<file path="src/rtl/bundle_queue.sv">
// Multi-lane in-order FIFO carrying flat packed bundles between pipeline stages.
// Accepts up to NI entries and presents up to NO oldest entries per cycle; supports flush and tail kill.
module bundle_queue #(
    parameter int unsigned WIDTH = 64,
    parameter int unsigned DEPTH = 8,
    parameter int unsigned NI    = 2,
    parameter int unsigned NO    = 2
) (
    input  logic                          clk,
    input  logic                          rst,
    input  logic [$clog2(NI+1)-1:0]       in_num,
    input  logic [NI*WIDTH-1:0]           in_data,
    output logic                          in_ready,
    output logic [$clog2(NO+1)-1:0]       out_num,
    output logic [NO*WIDTH-1:0]           out_data,
    input  logic [$clog2(NO+1)-1:0]       out_take,
    input  logic                          flush,
    input  logic                          kill_valid,
    input  logic [$clog2(DEPTH+1)-1:0]    kill_keep
);

    localparam int unsigned PW = $clog2(DEPTH);
    localparam int unsigned CW = $clog2(DEPTH + 1);
    localparam int unsigned IW = $clog2(NI + 1);
    localparam int unsigned OW = $clog2(NO + 1);

    logic [WIDTH-1:0] mem [DEPTH];
    logic [PW-1:0]    head, tail, head_n, tail_n;
    logic [CW-1:0]    count, count_n, keep_span;
    logic             enq_fire;
    logic [IW-1:0]    enq_num;

    // Status is derived from registered state only, so there is no input-to-output path.
    assign in_ready = (CW'(DEPTH) - count) >= CW'(NI);
    assign out_num  = (count > CW'(NO)) ? OW'(NO) : OW'(count);

    for (genvar j = 0; j < NO; j++) begin : g_out
        assign out_data[j*WIDTH +: WIDTH] = mem[head + PW'(j)];
    end

    assign enq_fire = in_ready && (in_num != '0) && !flush && !kill_valid;
    assign enq_num  = enq_fire ? in_num : '0;

    always_comb begin
        head_n    = head;
        tail_n    = tail;
        count_n   = count;
        keep_span = '0;
        if (flush) begin
            head_n  = '0;
            tail_n  = '0;
            count_n = '0;
        end else if (kill_valid) begin
            // The kept window is measured from the pre-dequeue head.
            keep_span = (kill_keep > CW'(out_take)) ? kill_keep : CW'(out_take);
            head_n    = head + PW'(out_take);
            tail_n    = head + PW'(keep_span);
            count_n   = (kill_keep > CW'(out_take)) ? kill_keep - CW'(out_take) : '0;
        end else begin
            head_n  = head + PW'(out_take);
            tail_n  = tail + PW'(enq_num);
            count_n = count + CW'(enq_num) - CW'(out_take);
        end
    end

    always_ff @(posedge clk) begin
        if (rst) begin
            head  <= '0;
            tail  <= '0;
            count <= '0;
        end else begin
            head  <= head_n;
            tail  <= tail_n;
            count <= count_n;
        end
    end

    // Payload storage carries no reset.
    always_ff @(posedge clk) begin
        for (int i = 0; i < NI; i++) begin
            if (enq_fire && (IW'(i) < in_num)) begin
                mem[tail + PW'(i)] <= in_data[i*WIDTH +: WIDTH];
            end
        end
    end

    a_take_legal: assert property (@(posedge clk) disable iff (rst)
        out_take <= out_num);
    a_keep_legal: assert property (@(posedge clk) disable iff (rst)
        !(kill_valid && !flush) || (kill_keep <= count));
    a_count_max: assert property (@(posedge clk) disable iff (rst)
        count <= CW'(DEPTH));
    a_count_ptr: assert property (@(posedge clk) disable iff (rst)
        PW'(count) == PW'(tail - head));

endmodule
</file>
<file path="config.mk">
export PLATFORM = sky130hd
export DESIGN_NAME = bundle_queue
export DESIGN_NICKNAME = d
export VERILOG_FILES = /design/src/rtl/bundle_queue.sv
export SDC_FILE = /design/constraint.sdc
export NUM_CORES = 1
export LEC_CHECK = 0
export BUFFER_PORTS_ARGS = -buffer_cell sky130_fd_sc_hd__buf_4
export CAP_MARGIN = 15
export CORE_MARGIN = 4
export CORE_UTILIZATION = 25
export DETAILED_ROUTE_END_ITERATION = 16
export MAX_ROUTING_LAYER = met4
export REMOVE_ABC_BUFFERS = 1
export SLEW_MARGIN = 20
export SYNTH_ARGS = -nofsm -noshare
export SYNTH_HDL_FRONTEND = slang
export SYNTH_SLANG_ARGS = --single-unit
</file>
<file path="constraint.sdc">
create_clock -name clk -period 14.7 [get_ports clk]
set_input_delay 3.675 -clock clk [delete_from_list [all_inputs] [get_ports clk]]
set_output_delay 3.675 -clock clk [all_outputs]
set_load 0.05 [all_outputs]
</file>
==> impl_metrics.toml, run 1 <==
[outcome]
status = "finished, final reports clean"

[synth]
synth.cell_area_mm2 = 0.0303
ys_ff_latch = 522
async_flop_share_pct = 0
seq_area_frac_synth_pct = 51.5
synth_edf_count = 512
syn_inst = 1683
synth-main-ff-cell = "edfxtp_1"
yosysUniqueCellTypes = 47
yosysTopAreaCellShare_pct = 50.8
yosysWarnings = 0
yosysTopAreaCell = "edfxtp_1"
ys_top_cells_by_area = "edfxtp_1 51%, mux4_2 19%, mux2_2 18%"
syn_avg_cell_area_um2 = 18.0

[worst_setup_path]
cp_slowest_cell = "dfxtp_4"
worstSetupPathType = "flip-flop to output port"
worst_ep_arrival_time_ns = 4.28
cp_common_cell = "buf_4"
cp_top_family = "buffers and inverters"
reg2regPathDepth = 11
path_max_fanout = 56
max_stage_delay_ns = 0.86
end_kind = "output port"
cp_num_buf_inv = 3
required_ns = 11.02
cp-start-kind = "flip-flop"
crit_chain = "buf_4 > buf_4 > mux4_2 > mux2_2 > buf_4"
path_depth = 5

[global_routing]
grt_pass1_wl_um = 134000
grt_max_degree = 119
grt_pass1_vias = 19700
grt_usage_pct = 14.7
antenna_found_initial = 9
grt_overflow_total = 0

[drt]
wl_per_cell_um = 25.4
routed_wl_um = 91600
drt_iter0_markers = 1240
vias = 17700
firstDrtPassIters = 5
routed_via_density = 4.90
drc = 0
antenna_left = 0

[pwr]
p_leak_nw = 11.6
power_frac_comb_pct = 17.4
switching_power_mw = 1.09
pwr-share-clk_pct = 40.1
power.density_mw_per_mm2 = 109
ir_drop_uv = 86.2
seqPwrFrac_pct = 42.5
switching_share_pct = 27.4
intPower_mw = 2.88

[floorplanning]
die_area_mm2 = 0.127
start_util_pct = 25.2
core_area_mm2 = 0.120
die_w_um = 356
rows = 127
ios = 271
die_h_um = 356

[cells_and_area]
final_cells = 3608
finalInstanceArea_mm2 = 0.0364
area_delta_synth_final_pct = 20.1
drive_gt1_share_pct = 59.2
layout.nets = 2102

[clocking]
post_cts_buffers = 0
cts_num_sinks = 522
ctsResizeCount = 0
worstSkewPairLatency_ns = 0.65
hold_buffers = 0
cts_buffer_depth = 3
clk_pin_slew_ns = 0.05
cts_root_buf = "clkbuf_16"
cts_max_level = 3
cts_buffers = 66
cts_tree = "yes"

[place]
globalplace.congestion = 0.747
place_hpwl_um = 55200
port_buffers = 270
postPlaceCellArea_mm2 = 0.0342
post-place-cells = 3485

[timing]
slew_viol_final = 0
finalCritPeriodShare_pct = 54.1
worst_pin_slew_ns = 1.16
hold_viol_final = 0
min_period_ns = 7.96
setup_viol = 0
fmax_mhz = 126
maxSlewHeadroom_pct = 22.3
rsz0062_at_grt = "false"
fin_skew_ns = 0.0349

[job]
drv_cap = 0

[worst_hold_path]
whs_path_depth = 3
hold_path_class = "flip-flop to flip-flop"
[worst paths after layout]
| kind | endpoint | from | slack [ns] |
|---|---|---|---|
| min | count[0] | count[0] | 0.79 |
| max reg2reg | count[2] | count[1] | 11.10 |
| min reg2reg | count[0] | count[0] | 0.79 |
| max | out_data[101] | head[0] | 6.74 |
[kinds of logic (layout without fill, tap and decap cells)]
group                    after synthesis  after routing  share of synthesized area [%]
AO/OA/AOI/OAI                         31             31                          0.922
XOR/XNOR                              11             11                          0.393
adder cells (fa/ha/maj)               21             21                           1.02
buffers and inverters                141            444                           2.25
flip-flops                           522            522                           51.5
multiplexers                         899            899                           43.0
other                                  0             10                              0
AND/OR/NAND/NOR                       58             58                           1.00
[layout make-up]
class                   count  area (um2)
well taps                1612        2020
diodes                     10        25.0
repair buffers            313        2370
clock buffers              78        1740
fillers                 11800       83800
multi-input cells        1020       14200
clock inverters            35         374
inverters                  18        67.6
flip-flops and latches    522       15600
[cells in the final DEF (no fill, tap or decap), drive strengths merged, types with 3 or more instances in the layout]
cell,count
mux2,641
edfxtp,512
buf,313
mux4,256
clkbuf,78
clkinv,26
inv,20
nor2,16
ha,15
a21oi,12
nand2,11
diode,10
dfxtp,10
nand3,7
xnor2,7
or3,6
fa,6
nor3,6
o2111ai,5
bufinv,4
xor2,4
and2,3
a31oi,3
clkinvlp,3
[state kept, by name, summed over array words and instances (netlist names)]
name	count
mem	512
count	4
head	3
tail	3
[worst reg2reg max path, stage by stage (launching register included)]
cell and delay, ns:
dfxtp_1 0.47, inv_1 0.12, ha_1 0.32, nor3_2 0.69
a21oi_1 0.30, and2_1 0.26, fa_1 0.50, inv_1 0.06
fa_1 0.39, xnor2_1 0.15, nor2_1 0.05, a311oi_1 0.19
[cells in the mapped netlist (all sizes together), types with 2 or more instances]
cell type / instances
o2111ai: 5
dfxtp: 10
nand2: 11
xor2: 4
a31oi: 3
edfxtp: 512
nor3: 6
and2: 3
a2111oi: 2
nor2: 16
xnor2: 7
or3: 6
a21o: 2
mux2: 641
buf: 84
mux2i: 2
inv: 16
nand2b: 2
ha: 15
nand3: 7
a21oi: 12
o21ai: 2
mux4: 256
clkinv: 2
clkbuf: 39
fa: 6
[stage by stage]
stage                     power, mW  hold slack, ns  setup WS (ns)  TNS (ns)  utilization (%)
final                          3.97           0.792           6.74         0             30.3
after global routing           4.11           0.850           6.41         0             30.3
after CTS                      4.02           0.796           6.66         0             30.2
after detailed placement       2.41           0.774           7.36         0             28.5
after global placement         2.40           0.768           7.42         0             28.5
after floorplan                2.22           0.711          -1.53    -97.71                -
[layer usage]
layer / global-route usage (%) / wire [um] / vias up / share of wire, %
met5: - / 0 / - / 0
met4: 4.25 / 2210 / 0 / 2.4
met3: 2.97 / 4850 / 135 / 5.3
met2: 25.3 / 47100 / 491 / 51
met1: 17.4 / 37400 / 9458 / 41
li1: - / - / 7582 / -
[power groups by stage]
| stage | Combinational, mW | Clock (mW) | Sequential (mW) |
|---|---|---|---|
| floorplan | 0.491 | 0 | 1.73 |
| global placement | 0.683 | 0 | 1.71 |
| detailed placement | 0.695 | 0 | 1.72 |
| CTS | 0.699 | 1.63 | 1.69 |
| global route | 0.731 | 1.69 | 1.69 |
| finish | 0.691 | 1.59 | 1.69 |
Note: power is estimated with default switching activity, not from simulation.
==> inputs of run 2 (changes only) <==
Clock period 14.7 ns to 8 ns, I/O delays scaled along.
==> run 2 against run 1 <==
Against the previous run: combinational power increased by 82%; largest cell class unchanged; die area is the same; hold slack better by 0.019 ns.
==> impl_metrics.toml, run 2 (same netlist as run 1, synthesis figures left out) <==
[drt]
antenna_left = 0
drt_iter0_markers = 1352
drc = 0
vias = 17800
wl_per_cell_um = 25.4
routed_wl_um = 91400
firstDrtPassIters = 5
routed_via_density = 4.94

[clocking]
post_cts_buffers = 0
cts_tree = "yes"
cts_buffers = 67
cts_num_sinks = 522
clk_pin_slew_ns = 0.06
worstSkewPairLatency_ns = 0.62
ctsResizeCount = 0
cts_buffer_depth = 3
cts_max_level = 3
cts_root_buf = "clkbuf_16"
hold_buffers = 0

[global_routing]
grt_usage_pct = 14.7
grt_max_degree = 117
grt_pass1_vias = 19600
antenna_found_initial = 5
grt_pass1_wl_um = 133000
grt_overflow_total = 0

[job]
drv_cap = 0

[timing]
rsz0062_at_grt = "false"
min_period_ns = 5.81
hold_viol_final = 0
tns_ns = 0
setup_ws_ns = 2.19
fin_skew_ns = 0.0193
finalCritPeriodShare_pct = 72.6
worst_pin_slew_ns = 0.990
fmax_mhz = 172
maxSlewHeadroom_pct = 34.0
setup_viol = 0
slew_viol_final = 0

[floorplanning]
rows = 127
die_area_mm2 = 0.127
start_util_pct = 25.2
die_w_um = 356
ios = 271
core_area_mm2 = 0.120
die_h_um = 356

[pwr]
p_leak_nw = 11.6
ir_drop_uv = 142
power_frac_comb_pct = 17.4
power.density_mw_per_mm2 = 200
intPower_mw = 5.30
switching_power_mw = 1.97
switching_share_pct = 27.1
seqPwrFrac_pct = 42.6
power.total_mw = 7.27
pwr-share-clk_pct = 40.0

[worst_setup_path]
max_stage_delay_ns = 0.85
cp_slowest_cell = "dfxtp_4"
end_kind = "output port"
cp-start-kind = "flip-flop"
worst_ep_arrival_time_ns = 3.81
required_ns = 6.00
path_max_fanout = 41
r2r_setup_slack_ns = 4.35
crit_chain = "ha_4 > buf_4 > mux4_2 > mux2_2 > buf_4"
worstSetupPathType = "flip-flop to output port"
cp_common_cell = "buf_4"

[cells_and_area]
final_common_cell = "edfxtp_1"
largest_register = "mem"
layout_common_cells = "512 x edfxtp_1, 489 x mux2_2, 308 x buf_4"
layout.nets = 2102
drive_gt1_share_pct = 59.1
largestRegisters = "mem (512), count (4)"
postLayoutCoreUtil_pct = 30.3
area_delta_synth_final_pct = 20.1
largest_reg_flops = 512

[place]
globalplace.congestion = 0.747
place_hpwl_um = 54200
place_ws_ns = 2.79
port_buffers = 270

[worst_hold_path]
hold_path_class = "flip-flop to flip-flop"

[outcome]
status = "finished, final reports clean"
-- run 2: changes by cell type in the layout (fill, tap and decap cells not counted), moves of 2 or more --
cell / change
buf_4: -2
clkinv_2: +5
clkbuf_1: +7
clkinvlp_4: -3
clkbuf_16: +2
diode_2: -5
clkinv_1: -4
inv_6: +3
buf_12: +3
buf_6: -2
clkinv_16: -2
-- run 2: through the flow --
step | area, um2 | cells | hold slack (ns)
6_report | 36300 | 3607 | 0.811
3_5_place_dp | 34200 | 3484 | 0.799
2_1_floorplan | 29700 | 1560 | 0.711
4_1_cts | 36300 | 3602 | 0.810
5_1_grt | 36300 | 3607 | 0.867
3_3_place_gp | 34200 | 3484 | 0.780
-- run 2: cell type report --
class                           instances  area (um2)
Antenna cell                            5        12.5
Clock buffer                           87        1820
Clock inverter                         31         267
Fill cell                           11800       83800
Inverter                               18        67.6
Multi-Input combinational cell       1020       14200
Sequential cell                       522       15600
Tap cell                             1612        2020
Timing Repair Buffer                  312        2390
-- run 2: metal layers --
| layer | track usage [%] | part of all wire (%) | up-vias | routed length (um) |
|---|---|---|---|---|
| met3 | 3.19 | 6.3 | 161 | 5800 |
| li1 | - | - | 7581 | - |
| met2 | 24.7 | 50 | 600 | 46200 |
| met1 | 17.8 | 41 | 9464 | 37200 |
| met5 | - | 0 | - | 0 |
| met4 | 4.00 | 2.5 | 0 | 2280 |
-- run 2: critical path: cells and delay by family (launching register included) --
kind	cells	cell delay, ns
adder cells (fa/ha/maj)	1	0.71
multiplexers	2	0.73
buffers and inverters	2	0.82
flip-flops	1	0.85
-- run 2: path summary, 6_finish.rpt --
kind	start	endpoint	cells past startpoint
worst max-delay path	head[0]	out_data[95]	5
worst min-delay path	count[0]	count[0]	3
worst max register to register	count[1]	count[3]	11
worst min register to register	count[0]	count[0]	3
-- run 2: power by group through the flow --
stage / sequential (mW) / combinational, mW / clock [mW]
4_1_cts: 3.10 / 1.28 / 3.00
3_3_place_gp: 3.15 / 1.25 / 0
6_report: 3.10 / 1.26 / 2.91
2_1_floorplan: 3.18 / 0.902 / 0
5_1_grt: 3.10 / 1.34 / 3.10
3_5_place_dp: 3.16 / 1.27 / 0
==> inputs of run 3 (changes only) <==
Clock period 8 ns to 5.6 ns, I/O delays scaled along.
==> run 3 against run 2 <==
Against the previous run: global-route usage is 0.29 points lower; critical path type unchanged; utilization hardly changed; highest routed layer unchanged; largest cell class unchanged; die area stayed put; power is 42% higher; routed wire length is 1.4% lower.
==> impl_metrics.toml, run 3 (same netlist as run 1, synthesis figures left out) <==
[worst_setup_path]
end_kind = "output port"
path_max_fanout = 44
required_ns = 4.20
cp-start-kind = "flip-flop"
worst_ep_arrival_time_ns = 3.28
cp_common_cell = "buf_4"
cp_slowest_cell = "ha_4"
worstSetupPathType = "flip-flop to output port"
crit_chain = "ha_4 > buf_4 > mux4_2 > mux2_2 > buf_4"
max_stage_delay_ns = 0.88

[timing]
fin_skew_ns = 0.0240
tns_ns = 0
worst_pin_slew_ns = 1.02
hold_ws_ns = 0.802
rsz0062_at_grt = "false"
min_period_ns = 4.68
slew_viol_final = 0
finalCritPeriodShare_pct = 83.6
hold_viol_final = 0
setup_viol = 0
maxSlewHeadroom_pct = 32.3
fmax_mhz = 214

[global_routing]
grt_max_degree = 116
grt_usage_pct = 14.4
grt_pass1_wl_um = 132000
antenna_found_initial = 5
grt_pass1_vias = 19800
grt_overflow_total = 0

[drt]
drc = 0
drt_iter0_markers = 1357
routed_wl_um = 90200
vias = 18000
wl_per_cell_um = 25.0
firstDrtPassIters = 7
routed_via_density = 4.98
antenna_left = 0

[clocking]
hold_buffers = 0
cts_buffer_depth = 3
cts_tree = "yes"
cts_root_buf = "clkbuf_16"
cts_num_sinks = 522
cts_buffers = 61
worstSkewPairLatency_ns = 0.65
cts_max_level = 2
ctsResizeCount = 0
post_cts_buffers = 0
clk_pin_slew_ns = 0.06

[outcome]
status = "finished, final reports clean"

[cells_and_area]
largestRegisters = "mem (512), count (4)"
area_delta_synth_final_pct = 20.2
layout_common_cells = "512 x edfxtp_1, 489 x mux2_2, 311 x buf_4"
largest_register = "mem"
layout.nets = 2103
final_common_cell = "edfxtp_1"
drive_gt1_share_pct = 59.5
final_cells = 3607
largest_reg_flops = 512

[floorplanning]
rows = 127
die_w_um = 356
start_util_pct = 25.2
die_area_mm2 = 0.127
core_area_mm2 = 0.120
ios = 271
die_h_um = 356

[pwr]
p_leak_nw = 11.6
power.density_mw_per_mm2 = 283
power.total_mw = 10.3
ir_drop_uv = 219

[place]
port_buffers = 270
post-place-cells = 3491
place_hpwl_um = 53700
globalplace.congestion = 0.747

[job]
drv_cap = 0

[worst_hold_path]
hold_path_class = "flip-flop to flip-flop"
run 3: final timing paths:
kind              startpoint      endpoint  cells past startpoint  slack [ns]
hold reg to reg     count[0]      count[0]                      3        0.80
hold / removal      count[0]      count[0]                      3        0.80
setup reg to reg    count[1]      count[2]                     11        1.92
setup / recovery     head[0]  out_data[91]                      5        0.92
run 3: power by group:
group          switching [mW]  leakage, nW  internal, mW
clock                    1.65        0.995          2.41
combinational            1.07         5.90         0.761
sequential             0.0369         4.71          4.38
total                    2.76         11.6          7.55
run 3: area by class of cell:
class	count	area [um2]
Antenna cell	5	12.5
Multi-Input combinational cell	1020	14200
Clock inverter	39	450
Fill cell	11800	83800
Sequential cell	522	15600
Clock buffer	72	1570
Inverter	18	67.6
Tap cell	1612	2020
Timing Repair Buffer	319	2490
run 3: metrics by stage:
step                      cell area (um2)  util (%)  setup WS [ns]
after detailed placement            34300      28.6           1.41
after global placement              34300      28.6           1.33
after floorplan                     29700         -          -8.35
final                               36400      30.3          0.917
after CTS                           36400      30.3          0.783
after global routing                36400      30.3          0.755
run 3: worst max-delay path, delay by kind of cell (launching register included):
family,cells,cell delay (ns)
buf+inv,2,0.59
flops,1,0.44
mux,2,0.64
fa+ha+maj,1,0.88
run 3: routing by layer:
metal  vias to the layer above  wire (um)  track usage, %
li1                       7583          -               -
met5                         -          0               -
met4                         0       2290            3.92
met3                       154       5740            2.71
met2                       683      45600            24.3
met1                      9545      36600            17.7
